<file path="src/rtl/base_decode_sb_if.sv">
// Handshake bundle between the way allocator (master), the scoreboarded decoder
// (slave) and the per-way engines that return done pulses.
interface base_decode_sb_if #(
  parameter int enc_width = 3,
  parameter int dec_width = 6
);
  logic                 i_v;
  logic                 o_r;
  logic [enc_width-1:0] i_d;
  logic                 o_v;
  logic                 i_r;
  logic [dec_width-1:0] o_d;
  logic [dec_width-1:0] i_done;
  logic [dec_width-1:0] o_busy;
  logic                 o_err;

  modport master (
    output i_v, i_d, i_r, i_done,
    input  o_r, o_v, o_d, o_busy, o_err
  );

  modport slave (
    input  i_v, i_d, i_r, i_done,
    output o_r, o_v, o_d, o_busy, o_err
  );
endinterface

</file>
<file path="src/rtl/base_decode.sv">
// Combinational binary-to-one-hot decoder; indices at or above dec_width yield all zeros.
module base_decode #(
  parameter int enc_width = 3,
  parameter int dec_width = 6
) (
  input  logic [enc_width-1:0] idx,
  output logic [dec_width-1:0] onehot
);
  always_comb begin
    onehot = '0;
    for (int k = 0; k < dec_width; k++) begin
      if (idx == enc_width'(k)) onehot[k] = 1'b1;
    end
  end
endmodule

</file>
<file path="src/rtl/base_decode_sb.sv">
// Scoreboarded index-to-one-hot issuer: 2-entry FIFO, in-order head, 1-cycle accept-to-issue.
// Upstream ready depends only on FIFO occupancy; a head whose way is busy stalls everything behind it.
module base_decode_sb #(
  parameter int enc_width = 3,
  parameter int dec_width = 6
) (
  input logic            clk,
  input logic            reset,
  base_decode_sb_if.slave bus
);
  logic [enc_width-1:0] mem [2];
  logic [1:0]           count;
  logic                 head;
  logic                 tail;
  logic [dec_width-1:0] busy;
  logic                 err;

  logic [dec_width-1:0] head_dec;
  logic                 in_range;
  logic                 push;
  logic                 wr;
  logic                 pop;
  logic                 head_busy;
  logic                 vld;

  base_decode #(
    .enc_width(enc_width),
    .dec_width(dec_width)
  ) u_dec (
    .idx   (mem[head]),
    .onehot(head_dec)
  );

  // Out-of-range indices still complete the handshake but never enter the FIFO.
  assign in_range  = ({{(32-enc_width){1'b0}}, bus.i_d} < 32'(dec_width));
  assign bus.o_r   = (count != 2'd2);
  assign push      = bus.i_v & bus.o_r;
  assign wr        = push & in_range;

  assign head_busy = |(busy & head_dec);
  assign vld       = (count != 2'd0) & ~head_busy;
  assign pop       = vld & bus.i_r;

  assign bus.o_v    = vld;
  assign bus.o_d    = vld ? head_dec : '0;
  assign bus.o_busy = busy;
  assign bus.o_err  = err;

  always_ff @(posedge clk or posedge reset) begin
    if (reset) begin
      mem[0] <= '0;
      mem[1] <= '0;
      count  <= 2'd0;
      head   <= 1'b0;
      tail   <= 1'b0;
      busy   <= '0;
      err    <= 1'b0;
    end else begin
      if (wr) begin
        mem[tail] <= bus.i_d;
        tail      <= ~tail;
      end
      if (pop) head <= ~head;
      count <= count + {1'b0, wr} - {1'b0, pop};
      err   <= push & ~in_range;
      // A done arriving for an idle way in its own issue cycle loses to the set.
      busy  <= (busy & ~bus.i_done) | (pop ? head_dec : '0);
    end
  end
endmodule

</file>
<file path="src/flat_wrapper.sv">
// flat-port wrapper written by rule: the top's interface ports become plain ports
module base_decode_sb_flat 
#(
  parameter int enc_width = 3,
  parameter int dec_width = 6
)
  (clk, reset, bus_i_v, bus_i_d, bus_i_r, bus_i_done, bus_o_r, bus_o_v, bus_o_d, bus_o_busy, bus_o_err);
  base_decode_sb_if #(.enc_width(enc_width), .dec_width(dec_width)) bus_i ();
  input logic clk;
  input logic reset;
  input wire logic [$bits(bus_i.i_v)-1:0] bus_i_v;
  input wire logic [$bits(bus_i.i_d)-1:0] bus_i_d;
  input wire logic [$bits(bus_i.i_r)-1:0] bus_i_r;
  input wire logic [$bits(bus_i.i_done)-1:0] bus_i_done;
  output wire logic [$bits(bus_i.o_r)-1:0] bus_o_r;
  output wire logic [$bits(bus_i.o_v)-1:0] bus_o_v;
  output wire logic [$bits(bus_i.o_d)-1:0] bus_o_d;
  output wire logic [$bits(bus_i.o_busy)-1:0] bus_o_busy;
  output wire logic [$bits(bus_i.o_err)-1:0] bus_o_err;
  assign bus_i.i_v = bus_i_v;
  assign bus_i.i_d = bus_i_d;
  assign bus_i.i_r = bus_i_r;
  assign bus_i.i_done = bus_i_done;
  assign bus_o_r = bus_i.o_r;
  assign bus_o_v = bus_i.o_v;
  assign bus_o_d = bus_i.o_d;
  assign bus_o_busy = bus_i.o_busy;
  assign bus_o_err = bus_i.o_err;
  base_decode_sb #(.enc_width(enc_width), .dec_width(dec_width)) u_core (.clk(clk), .reset(reset), .bus(bus_i));
endmodule
</file>
<file path="config.mk">
export PLATFORM = sky130hd
export DESIGN_NAME = base_decode_sb_flat
export DESIGN_NICKNAME = d
export VERILOG_FILES = /design/src/rtl/base_decode_sb_if.sv /design/src/rtl/base_decode.sv /design/src/rtl/base_decode_sb.sv /design/src/flat_wrapper.sv
export SDC_FILE = /design/constraint.sdc
export NUM_CORES = 1
export LEC_CHECK = 0
export ABC_AREA = 1
export BUFFER_PORTS_ARGS = -buffer_cell sky130_fd_sc_hd__buf_2
export CAP_MARGIN = 10
export CORE_MARGIN = 1
export CORE_UTILIZATION = 50
export CTS_CLUSTER_SIZE = 30
export DETAILED_ROUTE_END_ITERATION = 7
export GPL_TIMING_DRIVEN = 0
export PLACE_DENSITY = 0.83
export SKIP_CTS_REPAIR_TIMING = 1
export SLEW_MARGIN = 10
export SYNTH_ARGS = -nofsm -noshare
export SYNTH_HDL_FRONTEND = slang
export SYNTH_SLANG_ARGS = --single-unit
export TNS_END_PERCENT = 100
</file>
<file path="constraint.sdc">
create_clock -name clk -period 2.45 [get_ports clk]
set_input_delay 0.1225 -clock clk [delete_from_list [all_inputs] [get_ports clk]]
set_output_delay 0.1225 -clock clk [all_outputs]
set_load 0.01 [all_outputs]
</file>
[Yosys cells after proc, flatten, opt, wreduce, memory -nomap -nowiden]
Cells that the tools add are included.
Storage, ports and cells
  output and inout bits: 15
  word-level logic and storage cells: 52
  flip-flop bits (word level): 17
Cells by class
  reduce and logical (&&, ||, !) cells: 4
  order comparisons: 4
  equal/unequal tests: 6
  mux-type cells: 14
  $add $sub $neg: 2
  bitwise gates (word level): 15
Operator list (count)
  AND 6 bit: 2
  two-way mux 3 bit: 4
  two-way mux 6 bit: 2
  bitwise mux 6 bit: 1
  == test 3 x 2 -> 1 bit, second input constant: 2
  == test 3 bit, second input constant: 2
  two-way mux 1 bit: 6
  inverter 6 bit: 1
  OR 6 bit: 1
  OR reduction 6 bit: 1
  AND 1 bit: 5
  greater-or-equal comparator 2 bit, second input constant: 2
  inverter 1 bit: 4
  inverter 1 -> 2 bit: 2
  demux 3 bit (select 1 bit): 1
  == test 3 x 1 -> 1 bit, second input constant: 1
  logical NOT 3 bit: 1
  < comparator 3 bit, second input constant: 1
  adder 2 x 1 -> 2 bit: 1
  < comparator 2 x 1 -> 1 bit, second input constant: 1
  inequality test 2 bit, second input constant: 1
  nonzero test 2 bit: 1
  subtractor 2 x 1 -> 2 bit: 1
  logical AND 1 bit: 1

[Logic depth before layout (Yosys ltp)]
Gate-level depths: netlist of run 1.
  word-level depth: 13
  mapped depth: 17

[Modules after synthesis]
A second synthesis of run 1 with hierarchy kept.
Second synthesis, totals
  cells, all modules: 128
  area total of the unflattened synthesis: 957.2 um^2
By module, submodules not included
  base_decode_sb: cells each 116, area an instance 909.6 um^2, sequential area each 425.4 um^2, instances 1
  base_decode: cells each 12, area an instance 47.5 um^2, sequential area each 0.0 um^2, instances 1

[Worst setup path after synthesis of run 1]
Ideal clock, no wire load.
  path kind: flip-flop to flip-flop
  from: register u_core.head
  to: register u_core.count[1]
  arrival: 1.697 ns
  cell stages (with the launch flop): 17
  library setup time: 0.065 ns
  clock period less this slack: 1.762 ns
  slack: 0.688 ns
  required time: 2.385 ns
  cells stage by stage: dfrtp_1 -> inv_2 -> nand2_2 -> nand2_4 -> inv_6 -> nand3_1 -> nand2_1 -> nor2_4 -> nand2_4 -> nor2_8 -> inv_2 -> nand2_1 -> nand2_1 -> ha_1 -> inv_1 -> nand3_1 -> nand2_1
Between the ends
  word-level cells in the longest chain between the ends: 12
  elaborated cells on any way between the ends: 22
  those cells by class: add/sub: 1; eq/ne: 5; mux: 9; bitwise: 5; reduce/logical: 2
Ends and longest elaborated chain
  start: declaration: RTL line base_decode_sb.sv:13  | logic head;
  start signal: assignment: RTL line base_decode_sb.sv:63  | if (pop) head <= ~head;
  inverter 1 -> 2 bit (not written as such) (*): RTL line base_decode_sb.sv:30  | .idx (mem[head]),
  two-way mux 3 bit (not written as such) (*) (3 in series): RTL line base_decode_sb.sv:30
  == test 3 x 1 -> 1 bit (tied with other cells): RTL line base_decode.sv:12  | if (idx == enc_width'(k)) onehot[k] = 1'b1;
  two-way mux 1 bit: RTL line base_decode.sv:12
  AND 6 bit (*): RTL line base_decode_sb.sv:40  | assign head_busy = |(busy & head_dec);
  OR reduction 6 bit (*): RTL line base_decode_sb.sv:40
  inverter 1 bit (*): RTL line base_decode_sb.sv:41  | assign vld = (count != 2'd0) & ~head_busy;
  AND 1 bit (*): RTL line base_decode_sb.sv:41
  AND 1 bit (*): RTL line base_decode_sb.sv:42  | assign pop = vld & bus.i_r;
  subtractor 2 x 1 -> 2 bit (*): RTL line base_decode_sb.sv:64  | count <= count + {1'b0, wr} - {1'b0, pop};
  end signal: assignment: RTL line base_decode_sb.sv:64
  end: declaration: RTL line base_decode_sb.sv:12  | logic [1:0] count;
Every way passes the cells marked *; elsewhere a longest branch is shown, timed or not. The select of a mux whose other input is x is not followed.
A chain may end at the register's enable or synchronous reset.

[Worst setup path in the final report of run 1]
  from: register u_core.head
  to: output bus_o_d[3]
Between the ends
  word-level cells in the longest chain between the ends: 11
  elaborated cells on any way between the ends: 21
  those cells by class: eq/ne: 5; mux: 10; bitwise: 4; reduce/logical: 2
Ends and longest elaborated chain
  inverter 1 -> 2 bit (not written as such) (*): RTL line base_decode_sb.sv:30
  two-way mux 3 bit (not written as such) (*) (3 in series): RTL line base_decode_sb.sv:30
  == test 3 x 1 -> 1 bit (tied with other cells): RTL line base_decode.sv:12
  two-way mux 1 bit: RTL line base_decode.sv:12
  AND 6 bit: RTL line base_decode_sb.sv:40
  OR reduction 6 bit: RTL line base_decode_sb.sv:40
  inverter 1 bit: RTL line base_decode_sb.sv:41
  AND 1 bit: RTL line base_decode_sb.sv:41
  two-way mux 6 bit (*): RTL line base_decode_sb.sv:45  | assign bus.o_d = vld ? head_dec : '0;
  end: declaration: RTL line flat_wrapper.sv:17  | output wire logic [$bits(bus_i.o_d)-1:0] bus_o_d;
Marks and branches as above.

==> impl_metrics.toml, run 1 <==
[outcome]
status = "completed"

[logic_synthesis]
yosysWarnings = 0
synthSimpleGateAreaFrac_pct = 36.0
synth_edf_count = 0
synth_top_area_cell = "dfrtp_1"
yosysTopAreaCellShare_pct = 44.3
post-synth-top-count-cell = "nand2_1"
syn_area_per_cell_um2 = 8.06
synth_seq_cells = 17
synth.cell_area_um2 = 960
synthArstFlopShare_pct = 100
synth_adder_area_share_pct = 1.30
synthXorXnorAreaFrac_pct = 1.83
synth_area_leaders = "dfrtp_1, nand2_1, inv_1, nand2_2, nand2_4"
synth_compound_area_share_pct = 7.43
muxShareOfSynthArea_pct = 0
ys.flop_type = "dfrtp_1"
yosysSeqAreaShare_pct = 44.3
synth_top_family_by_area = "simple AND/OR/NAND/NOR gates"
synth_commonest_cells = "nand2_1, inv_1, dfrtp_1"
synth_nets = 133
ys_types = 23
syn_inst = 119

[timing]
tns_ns = 0
tightestPinTransition_ns = 0.663
finalSetupViolCount = 0
hold_ws_ns = 0.0668
finalCritPeriodShare_pct = 81.6
fmax_mhz = 500
hold_viol = 0
fin_skew_ns = 0.00255
rsz0062_at_grt = "no"
slew_headroom_pct = 55.8
final_max_slew_viol_count = 0
fin_ws_ns = 0.451
fin_crit_ns = 2.00

[route]
avgViaCountPerCell = 4.79
ant_nets = 0
num_vias = 867
first_pass_iters = 4
drc_errors = 0
initialDrtViolationCount = 15
drt_wl_total_mm = 1.96
avgRoutedWirePerCell_um = 10.8

[worst_setup_path]
cp_slowest_cell = "dfrtp_1"
cpPeakStageDelay_ns = 0.46
crit_family = "simple AND/OR/NAND/NOR gates"
worst-path-stages = 10
crit_type = "flip-flop to output pin"
end_kind = "output pin"
critPathBufInv = 3
cp_cell_sequence = "inv_2 -> nand2_2 -> nand2_4 -> inv_6 -> nand4_1 -> nand2_1 -> nor2_4 -> nand2_4 -> nor4_1 -> buf_2"
cp_common_cell = "nand2_4"
reg2reg_depth = 16
cp-start-kind = "flip-flop"
worst_ep_required_time_ns = 2.33
worstPathArrival_ns = 1.88
path_max_fanout = 8

[clock_network]
clkLatencyLatePin_ns = 0.30
numCtsBuffers = 3
cts.sinks = 17
clock_path_buffers = 2
root_buffer = "clkbuf_4"
clk_pin_slew_worst_paths_ns = 0.10
h-tree-depth = 1
cts_tree = "yes"

[worst_hold_path]
hold_depth = 3
holdCritPathClass = "input port to flip-flop"

[floorplanning]
core-area_mm2 = 0.00176
start_util_pct = 54.4
dieArea_mm2 = 0.00210
row_count = 15
ios = 28
fp.dieW_um = 45.8
die_h_um = 45.8

[global_route]
grt_pass1_vias = 798
grt_pass1_wl_mm = 3.14
track_usage_pct = 21.6
antenna_found_initial = 0
grt_max_degree = 18
grt.overflow.total = 0

[power_and_ir_drop]
ir_drop_mv = 0.605
power_density_mw_per_mm2 = 1250
leakage_nw = 0.663

[place]
io_buffers = 27
post-place-ws_ns = 0.495
place_congestion = 0.881
dp.final_hpwl_mm = 1.46
dp.cells = 171

[final_layout]
num-nets-final = 171
area_growth_pct = 26.5
instances_no_fill = 181
drive_gt1_share_pct = 34.0
fin_util_pct = 68.8
antenna_cells = 0

[run]
drv_cap = 0
-- power by group --
part           internal [mW]  switching [mW]  total (mW)
combinational          0.313           0.557       0.870
clock                 0.0609          0.0968       0.158
sequential             0.398          0.0930       0.491
total                  0.772           0.747        1.52
-- metrics by stage --
stage	instance area (µm²)	total power, mW
after CTS	1150	1.53
after global routing	1210	1.67
after floorplan	960	1.14
final	1210	1.52
after global placement	1130	1.33
after detailed placement	1130	1.37
-- tightest hold or removal path, delay by kind of cell --
kind / cells / cell delay [ns]
buffers and inverters: 1 / 0.09
AND/OR/NAND/NOR: 2 / 0.12
-- final timing paths --
| path | startpoint | to | slack [ns] |
|---|---|---|---|
| max | u_core.head$_DFFE_PP0P_ | bus_o_d[3] | 0.45 |
| min | bus_i_v | u_core.bus.o_err$_DFF_PP0_ | 0.07 |
| max reg2reg | u_core.head$_DFFE_PP0P_ | u_core.count[1]$_DFF_PP0_ | 0.48 |
| min reg2reg | u_core.tail$_DFFE_PP0P_ | u_core.tail$_DFFE_PP0P_ | 0.51 |
| max in group asynchronous | reset | u_core.mem[0]$_DFFE_PP0P_ | 1.55 |
| min in group asynchronous | reset | u_core.head$_DFFE_PP0P_ | 0.48 |
-- logic make-up after synthesis --
group / after synthesis
and+or+nand+nor: 64
buffers and inverters: 22
DFF: 17
AOI/OAI and AO/OA: 13
xor gates and xnor gates: 2
adders and majority gates: 1
-- state kept, by name, summed over array words and instances (netlist names) --
| name | count |
|---|---|
| u_core.head | 1 |
| u_core.bus.o_busy | 6 |
| u_core.mem | 6 |
| u_core.count | 2 |
| u_core.tail | 1 |
| u_core.bus.o_err | 1 |
-- metal layers --
| metal | global-route usage (%) | wire [µm] |
|---|---|---|
| met1 | 26.3 | 866 |
| met2 | 34.9 | 968 |
| met3 | 2.38 | 78 |
| met4 | 15.9 | 49 |
| met5 | 0 | 0 |
-- cell usage in the layout (no fill, tap or decap), types with 5 or more instances in the layout --
master,Yosys,layout
dlygate4sd3_1,0,6
buf_2,0,27
o21ai_0,6,6
inv_1,18,18
nor2_1,5,5
nor3_1,6,6
dfrtp_1,17,17
nand2_1,30,30
o21ai_1,5,5
nand2_2,6,6
-- cell type report --
cell class,count,area [µm²]
multi-input cells,80,447
repair buffers,33,195
well taps,25,31.3
inverters,22,87.6
clock inverters,1,5.00
flip-flops and latches,17,425
fillers,163,551
clock buffers,3,22.5
No activity file was read; power rests on OpenSTA's default activity.
==> run 2, diff against run 1 <==
--- a/config.mk
+++ b/config.mk
@@ -9,11 +9,11 @@
 export BUFFER_PORTS_ARGS = -buffer_cell sky130_fd_sc_hd__buf_2
 export CAP_MARGIN = 10
 export CORE_MARGIN = 1
-export CORE_UTILIZATION = 50
+export CORE_UTILIZATION = 45
 export CTS_CLUSTER_SIZE = 30
 export DETAILED_ROUTE_END_ITERATION = 7
 export GPL_TIMING_DRIVEN = 0
-export PLACE_DENSITY = 0.83
+export PLACE_DENSITY = 0.8
 export SKIP_CTS_REPAIR_TIMING = 1
 export SLEW_MARGIN = 10
 export SYNTH_ARGS = -nofsm -noshare
==> constraint.sdc (replaced) <==
create_clock -name clk -period 1.8 [get_ports clk]
set_input_delay 0.09 -clock clk [delete_from_list [all_inputs] [get_ports clk]]
set_output_delay 0.09 -clock clk [all_outputs]
set_load 0.01 [all_outputs]
==> run 2 against run 1 <==
  * The run now ends with negative setup slack left
  * Critical path depth did not move
  * Sequential share of layout area is 3.8 points lower
  * Wire length grew 22%
  * Global-route usage down 3.2 points
  * Sequential power rose by 41%
  * Setup slack worse by 0.67 ns
  * Non-clock buffer count increased by 6
  * Core utilization grew 0.15 points
  * Power increased by 66%
  * Critical endpoint is now bus_o_d[5]
  * Largest cell class unchanged
==> impl_metrics.toml, run 2 (synthesis results as in run 1) <==
[outcome]
status = "finished with violations"
violations = "negative setup slack"

[final_layout]
fin_util_pct = 68.9
layout_commonest_cell = "buf_2"
antenna_cells = 0
fin_area_mm2 = 0.00137
drive_gt1_share_pct = 43.2
area_growth_pct = 42.4
instances_no_fill = 189
num-fill-cells = 145
layout_common_cells = "buf_2, nand2_1, inv_1"
num-nets-final = 177

[worst_setup_path]
r2r_start = "u_core.head$_DFFE_PP0P_"
worstPathArrival_ns = 1.93
cp_cell_sequence = "inv_4 -> nand2_1 -> nand2_2 -> nor2_1 -> nand3_2 -> nand2_2 -> nor2_4 -> nand2_4 -> nor3_1 -> buf_2"
r2r-end = "u_core.count[1]$_DFF_PP0_"
crit_type = "flip-flop to output pin"
end_kind = "output pin"
cp-endpoint = "bus_o_d[5]"
worst_ep_required_time_ns = 1.71
cp-start-kind = "flip-flop"
r2r_setup_slack_ns = -0.21
cp_slowest_cell = "dfrtp_2"
reg2reg_depth = 16
cp_common_cell = "nand2_2"
cpPeakStageDelay_ns = 0.48
crit_start = "u_core.head$_DFFE_PP0P_"
path_max_fanout = 8

[route]
drt_wl_total_mm = 2.38
avgViaCountPerCell = 5.04
num_vias = 952
avgRoutedWirePerCell_um = 12.6
ant_nets = 0
first_pass_iters = 4
initialDrtViolationCount = 15
drc_errors = 0

[clock_network]
clock_path_buffers = 2
clkLatencyLatePin_ns = 0.31
numCtsBuffers = 3
cts.sinks = 17
clk_pin_slew_worst_paths_ns = 0.11
cts_tree = "yes"
root_buffer = "clkbuf_4"
h-tree-depth = 1

[timing]
fin_crit_ns = 2.02
hold_viol = 0
fmax_mhz = 495
fin_ws_ns = -0.220
finalSetupViolCount = 9
finalCritPeriodShare_pct = 112
hold_ws_ns = 0.0131
fin_skew_ns = 0.00484
tns_ns = -1.41
tightestPinTransition_ns = 0.643
final_max_slew_viol_count = 0
rsz0062_at_grt = "yes"
slew_headroom_pct = 57.1

[place]
dp.cells = 173
dp.final_hpwl_mm = 1.46
post-place-ws_ns = -0.221
dpl_cell_area_mm2 = 0.00113
place_congestion = 0.886
io_buffers = 27

[global_route]
track_usage_pct = 18.4
grt_max_degree = 18
antenna_found_initial = 0
grt.overflow.total = 0
grt_pass1_wl_mm = 2.78
grt_pass1_vias = 690

[power_and_ir_drop]
p_sw_mw = 1.28
power_frac_clock_pct = 8.7
internal-power_mw = 1.25
leakage_nw = 0.706
p_total_mw = 2.53
ir_drop_mv = 1.06
p_seq_share_pct = 27.5
power_density_mw_per_mm2 = 1850
netSwitchingFraction_pct = 50.7
p_comb_share_pct = 63.8

[floorplanning]
row_count = 16
start_util_pct = 48.4
ios = 28
fp.dieW_um = 48.2
dieArea_mm2 = 0.00232
core-area_mm2 = 0.00198
die_h_um = 48.2

[run]
drv_cap = 0

[worst_hold_path]
holdCritPathClass = "input port to flip-flop"
==> run 2: cell types whose count changed in the layout (fill, tap and decap cells not counted), sizes merged <==
cell | previous run | this run
clkinvlp | 0 | 1
clkinv | 1 | 0
buf | 27 | 33
==> run 2: critical path: cells and delay by family (launching register included) <==
| kind | cells | cell delay (ns) |
|---|---|---|
| AND/OR/NAND/NOR | 8 | 0.86 |
| flip-flops | 1 | 0.48 |
| buffers and inverters | 2 | 0.27 |
==> run 2: power by group through the flow <==
stage	clock (mW)	sequential [mW]	combinational (mW)
after floorplan	0	0.673	0.875
after global placement	0	0.669	1.14
after detailed placement	0	0.676	1.18
after CTS	0.228	0.671	1.18
after global routing	0.244	0.712	1.78
final	0.221	0.694	1.61
==> run 2: how the worst min path moves through the flow <==
stage | from | endpoint | slack [ns] | cells past startpoint
global placement | reset | u_core.bus.o_busy[2]$_DFF_PP0_ | 0.21 | 2
finish | bus_i_v | u_core.bus.o_err$_DFF_PP0_ | 0.01 | 3
CTS | reset | u_core.bus.o_busy[5]$_DFF_PP0_ | -0.15 | 2
detailed placement | reset | u_core.bus.o_busy[5]$_DFF_PP0_ | 0.21 | 2
global route | bus_i_v | u_core.bus.o_err$_DFF_PP0_ | 0.02 | 3
floorplan | reset | u_core.bus.o_busy[0]$_DFF_PP0_ | 0.02 | 1
==> run 2: cell type report <==
type                    instances  area [µm²]  share of cell area [%]
flip-flops and latches         17         427                    31.2
clock buffers                   3        22.5                    1.65
multi-input cells              80         541                    39.6
clock inverters                 1        7.51                   0.549
well taps                      27        33.8                    2.47
inverters                      22        95.1                    6.96
repair buffers                 39         240                    17.6
==> run 2: layer usage <==
metal	global-route usage, %	share of wire (%)
met1	20.3	38
met2	28.8	53
met3	8.15	6.1
met4	11.7	2.4
met5	0	0
